$ cat src/rtl/hack_instr_fetch.sv
// Hack CPU instruction fetch unit: tagged one-entry buffer in front of a req/ack instruction ROM.
// Define HACK_FETCH_PREFETCH_EN to add a second entry that prefetches pc+1.
module hack_instr_fetch #(
    parameter int ADDR_W  = 15,
    parameter int INSTR_W = 16
) (
    input  logic               clk,
    input  logic               reset_n,
    input  logic [15:0]        pc,
    input  logic               fetch_en,
    output logic [INSTR_W-1:0] instr,
    output logic               instr_valid,
    output logic               rom_req,
    output logic [ADDR_W-1:0]  rom_addr,
    input  logic               rom_ack,
    input  logic [INSTR_W-1:0] rom_data,
    output logic [15:0]        miss_count
);

    typedef enum logic {
        IDLE = 1'b0,
        BUSY = 1'b1
    } state_e;

    state_e               state_q, state_d;
    logic                 v0_q, v0_d;
    logic [ADDR_W-1:0]    tag0_q, tag0_d;
    logic [INSTR_W-1:0]   data0_q, data0_d;
    logic [ADDR_W-1:0]    req_addr_q, req_addr_d;
    logic                 rom_req_q, rom_req_d;
    logic [15:0]          miss_count_q, miss_count_d;

    logic [ADDR_W-1:0]    pc_addr;
    logic                 hit0;
    logic                 hit;
    logic                 pc_hi_unused;

    // PC bits above the ROM address width never select anything.
    assign pc_addr      = pc[ADDR_W-1:0];
    assign pc_hi_unused = ^pc[15:ADDR_W];
    assign hit0         = v0_q && (tag0_q == pc_addr);

`ifdef HACK_FETCH_PREFETCH_EN
    logic                 v1_q, v1_d;
    logic [ADDR_W-1:0]    tag1_q, tag1_d;
    logic [INSTR_W-1:0]   data1_q, data1_d;
    logic                 fill_e1_q, fill_e1_d;
    logic                 hit1;
    logic                 fill_to_e0;
    logic [ADDR_W-1:0]    next_addr;

    assign hit1        = v1_q && (tag1_q == pc_addr);
    assign hit         = hit0 || hit1;
    assign next_addr   = tag0_q + {{(ADDR_W-1){1'b0}}, 1'b1};
    assign fill_to_e0  = (state_q == BUSY) && rom_ack && !fill_e1_q;
    // E1-only hits are served through the bypass until the promotion edge.
    assign instr       = (hit1 && !hit0) ? data1_q : data0_q;
`else
    assign hit         = hit0;
    assign instr       = data0_q;
`endif

    assign instr_valid = fetch_en && hit;
    assign rom_req     = rom_req_q;
    assign rom_addr    = req_addr_q;
    assign miss_count  = miss_count_q;

    always_comb begin
        state_d      = state_q;
        v0_d         = v0_q;
        tag0_d       = tag0_q;
        data0_d      = data0_q;
        req_addr_d   = req_addr_q;
        rom_req_d    = rom_req_q;
        miss_count_d = miss_count_q;
`ifdef HACK_FETCH_PREFETCH_EN
        v1_d         = v1_q;
        tag1_d       = tag1_q;
        data1_d      = data1_q;
        fill_e1_d    = fill_e1_q;

        // A demand fill into E0 on the same edge takes priority over promotion.
        if (hit1 && !hit0 && !fill_to_e0) begin
            v0_d    = 1'b1;
            tag0_d  = tag1_q;
            data0_d = data1_q;
            v1_d    = 1'b0;
        end
`endif

        case (state_q)
            IDLE: begin
                rom_req_d = 1'b0;
                if (fetch_en && !hit) begin
                    state_d    = BUSY;
                    rom_req_d  = 1'b1;
                    req_addr_d = pc_addr;
                    if (miss_count_q != 16'hFFFF) begin
                        miss_count_d = miss_count_q + 16'd1;
                    end
`ifdef HACK_FETCH_PREFETCH_EN
                    fill_e1_d  = 1'b0;
                end else if (fetch_en && hit0 && !(v1_q && (tag1_q == next_addr))) begin
                    state_d    = BUSY;
                    rom_req_d  = 1'b1;
                    req_addr_d = next_addr;
                    fill_e1_d  = 1'b1;
`endif
                end
            end
            BUSY: begin
                if (rom_ack) begin
                    state_d   = IDLE;
                    rom_req_d = 1'b0;
`ifdef HACK_FETCH_PREFETCH_EN
                    if (fill_e1_q) begin
                        v1_d    = 1'b1;
                        tag1_d  = req_addr_q;
                        data1_d = rom_data;
                    end else begin
                        v0_d    = 1'b1;
                        tag0_d  = req_addr_q;
                        data0_d = rom_data;
                    end
`else
                    v0_d    = 1'b1;
                    tag0_d  = req_addr_q;
                    data0_d = rom_data;
`endif
                end
            end
            default: begin
                state_d   = IDLE;
                rom_req_d = 1'b0;
            end
        endcase
    end

    always_ff @(posedge clk or negedge reset_n) begin
        if (!reset_n) begin
            state_q      <= IDLE;
            v0_q         <= 1'b0;
            tag0_q       <= '0;
            data0_q      <= '0;
            req_addr_q   <= '0;
            rom_req_q    <= 1'b0;
            miss_count_q <= 16'd0;
        end else begin
            state_q      <= state_d;
            v0_q         <= v0_d;
            tag0_q       <= tag0_d;
            data0_q      <= data0_d;
            req_addr_q   <= req_addr_d;
            rom_req_q    <= rom_req_d;
            miss_count_q <= miss_count_d;
        end
    end

`ifdef HACK_FETCH_PREFETCH_EN
    always_ff @(posedge clk or negedge reset_n) begin
        if (!reset_n) begin
            v1_q      <= 1'b0;
            tag1_q    <= '0;
            data1_q   <= '0;
            fill_e1_q <= 1'b0;
        end else begin
            v1_q      <= v1_d;
            tag1_q    <= tag1_d;
            data1_q   <= data1_d;
            fill_e1_q <= fill_e1_d;
        end
    end
`endif

endmodule
$ cat config.mk
export PLATFORM = sky130hd
export DESIGN_NAME = hack_instr_fetch
export DESIGN_NICKNAME = d
export VERILOG_FILES = /design/src/rtl/hack_instr_fetch.sv
export SDC_FILE = /design/constraint.sdc
export NUM_CORES = 1
export LEC_CHECK = 0
export CORE_ASPECT_RATIO = 0.5
export CORE_UTILIZATION = 45
export CTS_CLUSTER_SIZE = 20
export DETAILED_ROUTE_END_ITERATION = 10
export HOLD_SLACK_MARGIN = 0.15
export PLACE_DENSITY = 0.77
export SKIP_LAST_GASP = 1
export SYNTH_ARGS = -nofsm -noshare
export SYNTH_HDL_FRONTEND = slang
export SYNTH_SLANG_ARGS = --single-unit
$ cat constraint.sdc
create_clock -name clk -period 2.91 [get_ports clk]
set_clock_uncertainty 0.2 [all_clocks]
set_input_delay 0.291 -clock clk [delete_from_list [all_inputs] [get_ports clk]]
set_output_delay 0.291 -clock clk [all_outputs]
set_load 0.03 [all_outputs]
-- After elaboration in Yosys (flattened, before gate mapping)
Index checks and enable logic that the tools add are counted.
- logic and storage cells: 24
- register bits: 65
- bits of input ports: 36
- output and inout port bits: 49
- reductions and logical operators: 7
- muxes and demuxes: 5
- bitwise operators: 1
- equal/unequal tests: 3
- add/subtract/negate cells: 1
- operators with widths (operator ; number):
    adder 16 x 1 -> 16 bit (second input constant) ; 1
    != test 16 bit (second input constant) ; 1
    equality test 15 bit ; 1
    one-hot mux 1 bit (2 select lines) ; 2
    AND reduction 2 bit ; 2
    logical AND 1 bit ; 3
    two-way mux 1 bit ; 3
    AND reduction 3 bit ; 1
    != test 2 bit (second input constant) ; 1
    logical NOT 1 bit ; 1
    inverter 1 bit ; 1

-- Depth between registers and ports, before layout
- word-level depth: 6
- gate-level depth with buffers: 8
- mapped depth without buffers: 6

-- Worst setup path after synthesis
OpenSTA, ideal clock, no wires.
- path type: flip-flop to flip-flop
- from: reg tag0_q[11]
- to: reg req_addr_q[10] (netlist: rom_addr[10])
- path slack: 605 ps
- path buffers: 3
- period minus slack after synthesis: 2305 ps
- setup time: 125 ps
- data required time: 2585 ps
- cell stages (with the launch flop): 9
- arrival time: 1980 ps
- path through: dfrtp_1 xnor2_1 nand4_1 or4_1 buf_2 and2_4 buf_6 buf_8 mux2_4
- longest elaborated chain between the ends: 5
- RTL lines (element ; RTL line ; source):
    start: declaration ; 27 ; logic [ADDR_W-1:0] tag0_q, tag0_d;
    start signal: assignment ; 151 ; tag0_q <= tag0_d;
    equality test 15 bit ; 41 ; assign hit0 = v0_q && (tag0_q == pc_addr);
    logical AND 1 bit ; 41 ;
    logical NOT 1 bit ; 94 ; if (fetch_en && !hit) begin
    logical AND 1 bit ; 94 ;
    AND reduction 2 bit (no line) ; -- ;
    end signal: assignment ; 153 ; req_addr_q <= req_addr_d;
    end: declaration ; 29 ; logic [ADDR_W-1:0] req_addr_q, req_addr_d;
No other way between the ends.
A chain may end at the register's enable or synchronous reset.

-- Worst setup path in the final report
- from: in pc[2]
- to: out instr_valid
- longest elaborated chain between the ends: 3
- RTL lines (element ; RTL line ; source):
    start: declaration ; 9 ; input logic [15:0] pc,
    equality test 15 bit ; 41 ;
    logical AND 1 bit ; 41 ;
    logical AND 1 bit ; 63 ; assign instr_valid = fetch_en && hit;
    end: declaration ; 12 ; output logic instr_valid,
No other way between the ends.

==> metrics.yaml <==
status: "finished, final reports clean"
drtPass1Iterations: 4
maxCapViolations: 0
diodes: 0
synthesis.area_um2: 2840
synth_nets: 244
ctsResizeCount: 0
power.share.switching: 0.322
cts_tree: "yes"
cp_slowest_stage_delay_ps: 460
antenna_found_initial: 0
root_buffer: "clkbuf_16"
grt_max_degree: 66
leakage_nw: 1.65
p_per_area_nw_per_um2: 855
tightest_slew_ps: 793
gp_congestion: 0.825
slew_violations: 0
p_seq_frac: 0.390
syn-instance-count: 207
ys.flop_type: "dfrtp_1"
yosysSeqAreaShare: 0.573
final_common_cell: "clkdlybuf4s50_1"
final_cell_mix: "clkdlybuf4s50_1, dfrtp_1, mux2_2"
cts_buffers: 9
clockBufferDepth: 2
post-place-ws_ps: 251
synth_seq_cells: 65
pwr-share-clk: 0.276
cts_setup_buffers: 0
start_kind: "input port"
drc: 0
cts_htree_levels: 3
grt_overflow: 0
cpMaxStageDelayCell: "clkdlybuf4s50_1"
core-area_um2: 6080
timing.final.crit_period_ps: 2440
dieArea_um2: 6650
cts.sinks: 65
grt_util_all_layers: 0.199
fin_nets: 337
area.growth.synth_to_final_pct: 42.2
via_per_inst: 5.15
hold_violations: 0
totalWireLength_um: 5970
timing.final.crit_share: 0.839
relSlewSlack: 0.471
path_cells: "clkdlybuf4s50_1 > xnor2_1 > nand4_1 > nor4_1 > buf_4 > and2_1 > buf_4"
peakVddDrop_uv: 587
yosys_warnings: 0
finalWorstSetupSlack_ps: 468
required_ps: 2420
grt_pass1_vias: 2092
clock_latency_ps: 320
hp-class: "reg -> reg"
worstPathArrival_ps: 1950
fin_setup_tns_ps: 0
die_y_um: 58.2
port_buffers: 83
async_flop_share: 1.00
synth_top_area_share: 0.573
synth.distinct_cells: 30
drive_gt1_frac: 0.221
max_freq_mhz: 409
fp-row-count: 20
grt_pass1_wl_um: 9860
setup_violations: 0
vias: 2012
drtIter0Drc: 77
rsz0062_at_grt: "no"
cp_max_fo: 2
die_x_um: 114
synth_top_cell_by_area: "dfrtp_1"
worstSetupPathType: "in -> out"
pin_count: 85
clkSlewWorstSetupHoldPaths_ps: 50
crit_top_cell: "buf_4"
p_switching_mw: 1.11
crit_path_end_kind: "output pin"
yosys-top-cells-area: "dfrtp_1, mux2_2, xnor2_1"
place_hpwl_um: 4100
r2r_setup_slack_ps: 670
power.internal_mw: 2.34
synth_edf_count: 0
syn_area_per_cell_um2: 13.7
pwr-share-comb: 0.335
drtAntennaViolNets: 0
start_util: 0.467
wl_per_cell_um: 15.3
[per-layer routing]
layer,GRT usage,share of wire
met5,0,0
met3,0.0764,0.051
met1,0.223,0.42
met4,0.0631,0.0089
met2,0.355,0.52
[critical path, delay by kind of cell]
| family | cells | cell delay, ps |
|---|---|---|
| buffers and inverters | 3 | 790 |
| and+or+nand+nor | 3 | 600 |
| xor gates and xnor gates | 1 | 270 |
[layout make-up]
class,instances,area [um^2]
clock buffer,14,264
fill,451,2040
inverter,2,7.51
multi-input combinational,133,1160
sequential,65,1630
tap,88,110
timing repair buffer,89,871
[path summary, 6_finish.rpt]
kind                                        start  cells past startpoint                          to
max in group asynchronous                 reset_n                      3       instr[14]$_DFFE_PN0P_
setup reg to reg           tag0_q[11]$_DFFE_PN0P_                      5    rom_addr[13]$_DFFE_PN0P_
min in group asynchronous                 reset_n                      3  miss_count[10]$_DFFE_PN0P_
setup / recovery                            pc[2]                      7                 instr_valid
hold / removal                   v0_q$_DFFE_PN0P_                      1            v0_q$_DFFE_PN0P_
hold reg to reg                  v0_q$_DFFE_PN0P_                      1            v0_q$_DFFE_PN0P_
[cell usage after synthesis, drive strengths merged, types with 4 or more instances]
cell,n
nand3,5
nand2,7
buf,6
mux2,47
nor4,4
xnor2,26
dfrtp,65
nand4,19
nor2,4
[state kept, by name (all words and copies together) (netlist names)]
name        cells
tag0_q         15
rom_addr       15
instr          16
rom_req         1
state_q         1
v0_q            1
miss_count     16
[through the flow]
stage	total power, mW	hold slack, ps	cells	util	cell area, um^2
CTS	3.49	300	391	0.664	4040
global placement	2.47	275	376	0.619	3760
finish	3.45	297	391	0.664	4040
detailed placement	2.51	289	376	0.619	3760
global route	3.62	321	391	0.664	4040
floorplan	2.03	-205	207	-	2840
[power by group through the flow]
stage               Combinational (mW)  Clock, mW  Sequential (mW)
floorplan                        0.417          0             1.61
global placement                  1.13          0             1.33
detailed placement                1.16          0             1.35
CTS                               1.17      0.973             1.35
global route                      1.23       1.01             1.38
finish                            1.16      0.952             1.35
[repair_timing]
action                                  in CTS  in global routing
hold buffers                                 1                  0
endpoints found under the setup margin       0                  0
endpoints found under the hold margin       65                  0
[cell families after synthesis]
logic type                 after synthesis  share of synthesized area
DFF                                     65                      0.573
and+or+nand+nor                         53                      0.111
xor gates and xnor gates                28                     0.0864
muxes                                   47                      0.197
adders and majority gates                1                    0.00441
AOI/OAI and AO/OA                        4                    0.00926
buffers and inverters                    9                     0.0190
No activity file was read; power rests on OpenSTA's default activity.
